===== config.mk =====
export PLATFORM = sky130hd
export DESIGN_NAME = mul_sched
export DESIGN_NICKNAME = d
export VERILOG_FILES = /design/src/rtl/mul_sched.sv
export SDC_FILE = /design/constraint.sdc
export NUM_CORES = 1
export LEC_CHECK = 0
export CAP_MARGIN = 20
export CELL_PAD_IN_SITES_DETAIL_PLACEMENT = 1
export CELL_PAD_IN_SITES_GLOBAL_PLACEMENT = 1
export CORE_ASPECT_RATIO = 0.9
export CORE_MARGIN = 4
export CORE_UTILIZATION = 40
export DETAILED_ROUTE_END_ITERATION = 7
export PLACE_DENSITY = 0.85
export SYNTH_ARGS = -nofsm -noshare
export SYNTH_HDL_FRONTEND = slang
export SYNTH_SLANG_ARGS = --single-unit

===== constraint.sdc =====
create_clock -name clk -period 4.15 [get_ports clk]
set_input_delay 0.83 -clock clk [delete_from_list [all_inputs] [get_ports clk]]
set_output_delay 0.83 -clock clk [all_outputs]
set_load 0.01 [all_outputs]

===== src/rtl/mul_sched.sv =====
// Two-requester arbiter in front of one iterative shift-add multiplier.
// A request is accepted in IDLE, multiplied over W RUN cycles and held in DONE until taken.
module mul_sched #(
    parameter int W = 4
) (
    input  logic           clk,
    input  logic           rst,
    input  logic           req0_valid,
    input  logic [W-1:0]   req0_a,
    input  logic [W-1:0]   req0_b,
    output logic           req0_ready,
    input  logic           req1_valid,
    input  logic [W-1:0]   req1_a,
    input  logic [W-1:0]   req1_b,
    output logic           req1_ready,
    output logic           rsp_valid,
    input  logic           rsp_ready,
    output logic [2*W-1:0] rsp_data,
    output logic           rsp_id,
    output logic           busy
);

    localparam int CW = (W > 1) ? $clog2(W) : 1;

    localparam logic [1:0] IDLE = 2'd0;
    localparam logic [1:0] RUN  = 2'd1;
    localparam logic [1:0] DONE = 2'd2;

    logic [1:0]     state;
    logic [W-1:0]   op_a;
    logic [W-1:0]   op_b;
    logic [CW-1:0]  cnt;
    logic [2*W-1:0] acc;
    logic [2*W-1:0] ext_a;
    logic           id;
    logic           last;
    logic           grant0;
    logic           grant1;

    // last==1 means requester 1 was granted last, so requester 0 wins a tie
    always_comb begin
        grant0 = 1'b0;
        grant1 = 1'b0;
        if (!rst && state == IDLE) begin
            if (req0_valid && (!req1_valid || last)) begin
                grant0 = 1'b1;
            end else if (req1_valid) begin
                grant1 = 1'b1;
            end
        end
    end

    assign req0_ready = grant0;
    assign req1_ready = grant1;
    assign busy       = (state != IDLE);
    assign rsp_valid  = (state == DONE);
    assign rsp_data   = rsp_valid ? acc : '0;
    assign rsp_id     = rsp_valid & id;
    assign ext_a      = {{W{1'b0}}, op_a};

    always_ff @(posedge clk or posedge rst) begin
        if (rst) begin
            state <= IDLE;
            op_a  <= '0;
            op_b  <= '0;
            cnt   <= '0;
            acc   <= '0;
            id    <= 1'b0;
            last  <= 1'b1;
        end else begin
            case (state)
                IDLE: begin
                    if (grant0 || grant1) begin
                        op_a  <= grant1 ? req1_a : req0_a;
                        op_b  <= grant1 ? req1_b : req0_b;
                        id    <= grant1;
                        last  <= grant1;
                        acc   <= '0;
                        cnt   <= '0;
                        state <= RUN;
                    end
                end
                RUN: begin
                    if (op_b[cnt]) begin
                        acc <= acc + (ext_a << cnt);
                    end
                    cnt <= cnt + 1'b1;
                    if (cnt == CW'(W - 1)) begin
                        state <= DONE;
                    end
                end
                DONE: begin
                    if (rsp_ready) begin
                        state <= IDLE;
                    end
                end
                default: state <= IDLE;
            endcase
        end
    end

endmodule


==> results.txt <==
* Total wire length after detailed routing: 3490 um
- Post-synthesis net count: 181
* Final #Nets: between 200 and 250
- Leaving out fill and tap cells, the most frequent cell in the layout is sky130_fd_sc_hd__clkdlybuf4s50_1.
- Clock latency on the worst-skew pair: between 0.2 and 0.3 ns
* Critical Path Source Type: input pin
- The number of max-slew violations in the final report came to 0.
* Worst EP arrival: 2.46 ns
* Number of I/O port buffers: 33
- Setup repair after global routing missed its margin: no
- Max Buffers Root-to-Sink: 2
* Top FF cell, synth: sky130_fd_sc_hd__dfrtp_1
- TritonCTS created 3 clock buffers.
* Category of the most critical setup path: input pin to output port
* Number of flops mapped to enable cells by yosys: 0
- Sink Count: 22
* Slew headroom: a little over two fifths
* Result of the run: complete, no violations
* Cell area after synthesis: between 1000 and 1500 um^2
* Max-cap violation count: 0
- Share of synthesized area occupied by flip-flops and latches: 38.4%
* Period utilisation layout: a little under 80%
- Post-synth top area share: 36.6%
- After layout, the minimum clock period comes to 3.29 ns.
- Placeable core region: approximately 3400 um^2
* First-iteration detailed-routing DRC count: 22
- Cell Count, Final, Fillers Out: between 200 and 250
* Combinational family with the most area after synthesis: simple AND/OR/NAND/NOR gates
- CTS built an H-tree with a depth of 1.
* Number of cells in the design after placement: roughly 220
- 34 I/O pins were placed.
* Static leakage power: around 0.00089 uW
- Adder and majority cell fraction of the synthesized area: under 10%
- Row cnt: 20
- Global routing used 17.1% of the available tracks across all layers.
- Entering global routing, the biggest net connects 24 pins.
* Clock-pin slew on the worst setup and hold paths: 0.08 ns
- In this run the worst hold path is classified as flip-flop to flip-flop.
* Vertical die dimension: 64.9 um
* Top post-synthesis cells by area: sky130_fd_sc_hd__dfrtp_1 37%, sky130_fd_sc_hd__mux2i_1 9.1%, sky130_fd_sc_hd__ha_1 7.0%
- Crit path capture type: output port
- At the placement stage, the worst setup path has a slack of a little under 0.9 ns.
- The endpoint identified for the worst register-to-register timing path is acc[7].
* WL per Instance: approximately 15 um
- Final Hold Viols: 0
- Remaining global-route overflow: 0
- Hold bufs inserted after CTS: 0
- Averaged over all synthesized cells, the footprint is between 9 and 10 um^2.
- The worst-case IR drop observed on VDD is about 240 uV.
* Width of the die: between 70 and 80 um
* Initial Utilization: 41.9%
- CTS tree: built
- In the final layout, the share of cells above drive strength 1 is under 10%.
- The die covers around 4600 um^2.
* Register-to-Register Path Depth: 8
- The number of antenna diodes in the final layout is 0.
- Critical register-to-register path startpoint: cnt[0]
- The first global-routing pass estimated approximately 6400 um of wire.
* Buffer cell driving the clock tree root: sky130_fd_sc_hd__clkbuf_8
- Commonest cells after routing, fill and taps aside: 33 x sky130_fd_sc_hd__clkdlybuf4s50_1, 22 x sky130_fd_sc_hd__nand2_1, 21 x sky130_fd_sc_hd__dfrtp_1
* Post-synthesis mux area share: a little over a tenth
- In the routed design, unresolved DRC markers number 0.
- Before antenna repair, the detailed router went through 2 iterations.
* Biggest fanout along the worst timing path: 10
- At the end of routability-driven placement, the weighted congestion stood at slightly below 0.8.
- For flop-to-flop paths, the worst setup slack is between 1.5 and 2 ns.
- The largest total area in the synthesized netlist belongs to sky130_fd_sc_hd__dfrtp_1.
- The number of antenna violations at the first check in global routing is 0.
- The final route contains between 1k and 1.5k vias.
- Final HPWL DP: between 2000 and 3000 um
- Final ANT Viol Nets: 0
* Number of flip-flops and latches in the synthesized netlist: 22
* Critical Path Sink: req1_ready
- The worst path meets setup with approximately 0.86 ns of slack.
- Total power of the final layout: 1160 uW
- From synthesis to final layout, the design area changed by 28.0%.
- Power spread over the standard cell area amounts to about 630 nW/um^2.
* Post-Syn Instances: 151
* Setup violators final: 0
* Routed vias/inst: roughly 5.4
* Number of global-route vias before repair: between 1k and 1.5k
- Synthesized-area fraction occupied by ao, oa, aoi and oai cells: around 18%
- Clock skew after layout: 0.00225 ns
- Tracing the worst setup path back leads to its startpoint at rst.
- Total of warnings raised by yosys: 0
* Post-synthesis share of cell area spent on xor and xnor gates: 1.83%
- Of all flip-flops after synthesis, the portion carrying an async set or reset was between 90% and 100%.
* Count of instances resized after the clock tree is built: 0
- Filler cells: 385
- Slew of the pin with the lowest slew margin: between 0.8 and 0.9 ns
* Post-CTS setup buffers: 0
* Number of library cell types mapped by synthesis: 38
- Based on the critical path, the design can be clocked at up to ~0.30 GHz.
- Final total negative setup slack: 0 ns
- Simple-gate portion of the synthesized area: between 10% and 20%
- At the worst endpoint, the required time is 3.32 ns.
[area by class of cell]
class	instances	area [um^2]	area share, %
Timing Repair Buffer	35	345	18.8
Multi-Input combinational cell	118	827	45.0
Inverter	4	15.0	0.816
Sequential cell	22	552	30.0
Clock buffer	4	45.0	2.45
Tap cell	44	55.1	2.99
[cell families after synthesis]
| family | count (synthesis) |
|---|---|
| AND/OR/NAND/NOR | 52 |
| AO/OA/AOI/OAI | 40 |
| flip-flops | 22 |
| multiplexers | 14 |
| buffers and inverters | 11 |
| adder cells (fa/ha/maj) | 9 |
| XOR/XNOR | 3 |
[per-stage QoR]
step	area, um^2	utilization (%)	hold WS [ns]
floorplan	1440	-	0.438
global placement	1790	52.3	0.455
detailed placement	1790	52.3	0.469
CTS	1840	53.6	0.488
global route	1840	53.6	0.503
finish	1840	53.6	0.485
[Yosys cell counts, drive strengths merged, types with 2 or more instances]
library cell	number
nand2	23
dfrtp	21
o21ai	19
mux2i	13
and2	10
ha	8
a21oi	6
nand3	5
a211oi	4
clkbuf	4
inv	4
a21o	3
buf	3
nor3	3
o31ai	3
nor2	2
nor2b	2
or2	2
xor2	2
[routing by layer]
metal | share of wire (%) | track usage (%) | vias to the layer above
li1 | - | - | 603
met1 | 44 | 21.5 | 587
met2 | 51 | 29.7 | 23
met3 | 3.7 | 4.19 | 7
met4 | 1.2 | 3.52 | 0
met5 | 0 | 0 | -
[state kept, by name, summed over array words and instances, names as in the netlist]
name and cells:
acc 8, cnt 2, id 1, last 1, op_a 4, op_b 4
state 2
[how the worst min path moves through the flow]
stage                     start  cells after the start  endpoint
after floorplan              id                      2        id
after global placement       id                      2        id
after detailed placement     id                      2        id
after CTS                    id                      2        id
after global routing         id                      2        id
final                        id                      2        id
[critical path: stages]
cell and delay (ns):
sky130_fd_sc_hd__clkdlybuf4s50_1 0.43, sky130_fd_sc_hd__nor3_2 0.28, sky130_fd_sc_hd__nand3_1 0.12, sky130_fd_sc_hd__buf_4 0.20, sky130_fd_sc_hd__inv_1 0.06, sky130_fd_sc_hd__clkdlybuf4s50_1 0.52
[where the power goes]
part / internal, uW / switching (uW) / total (uW)
combinational: 287 / 333 / 620
clock: 68.5 / 70.3 / 139
sequential: 303 / 96.8 / 400
No activity file was read; power rests on OpenSTA's default activity.
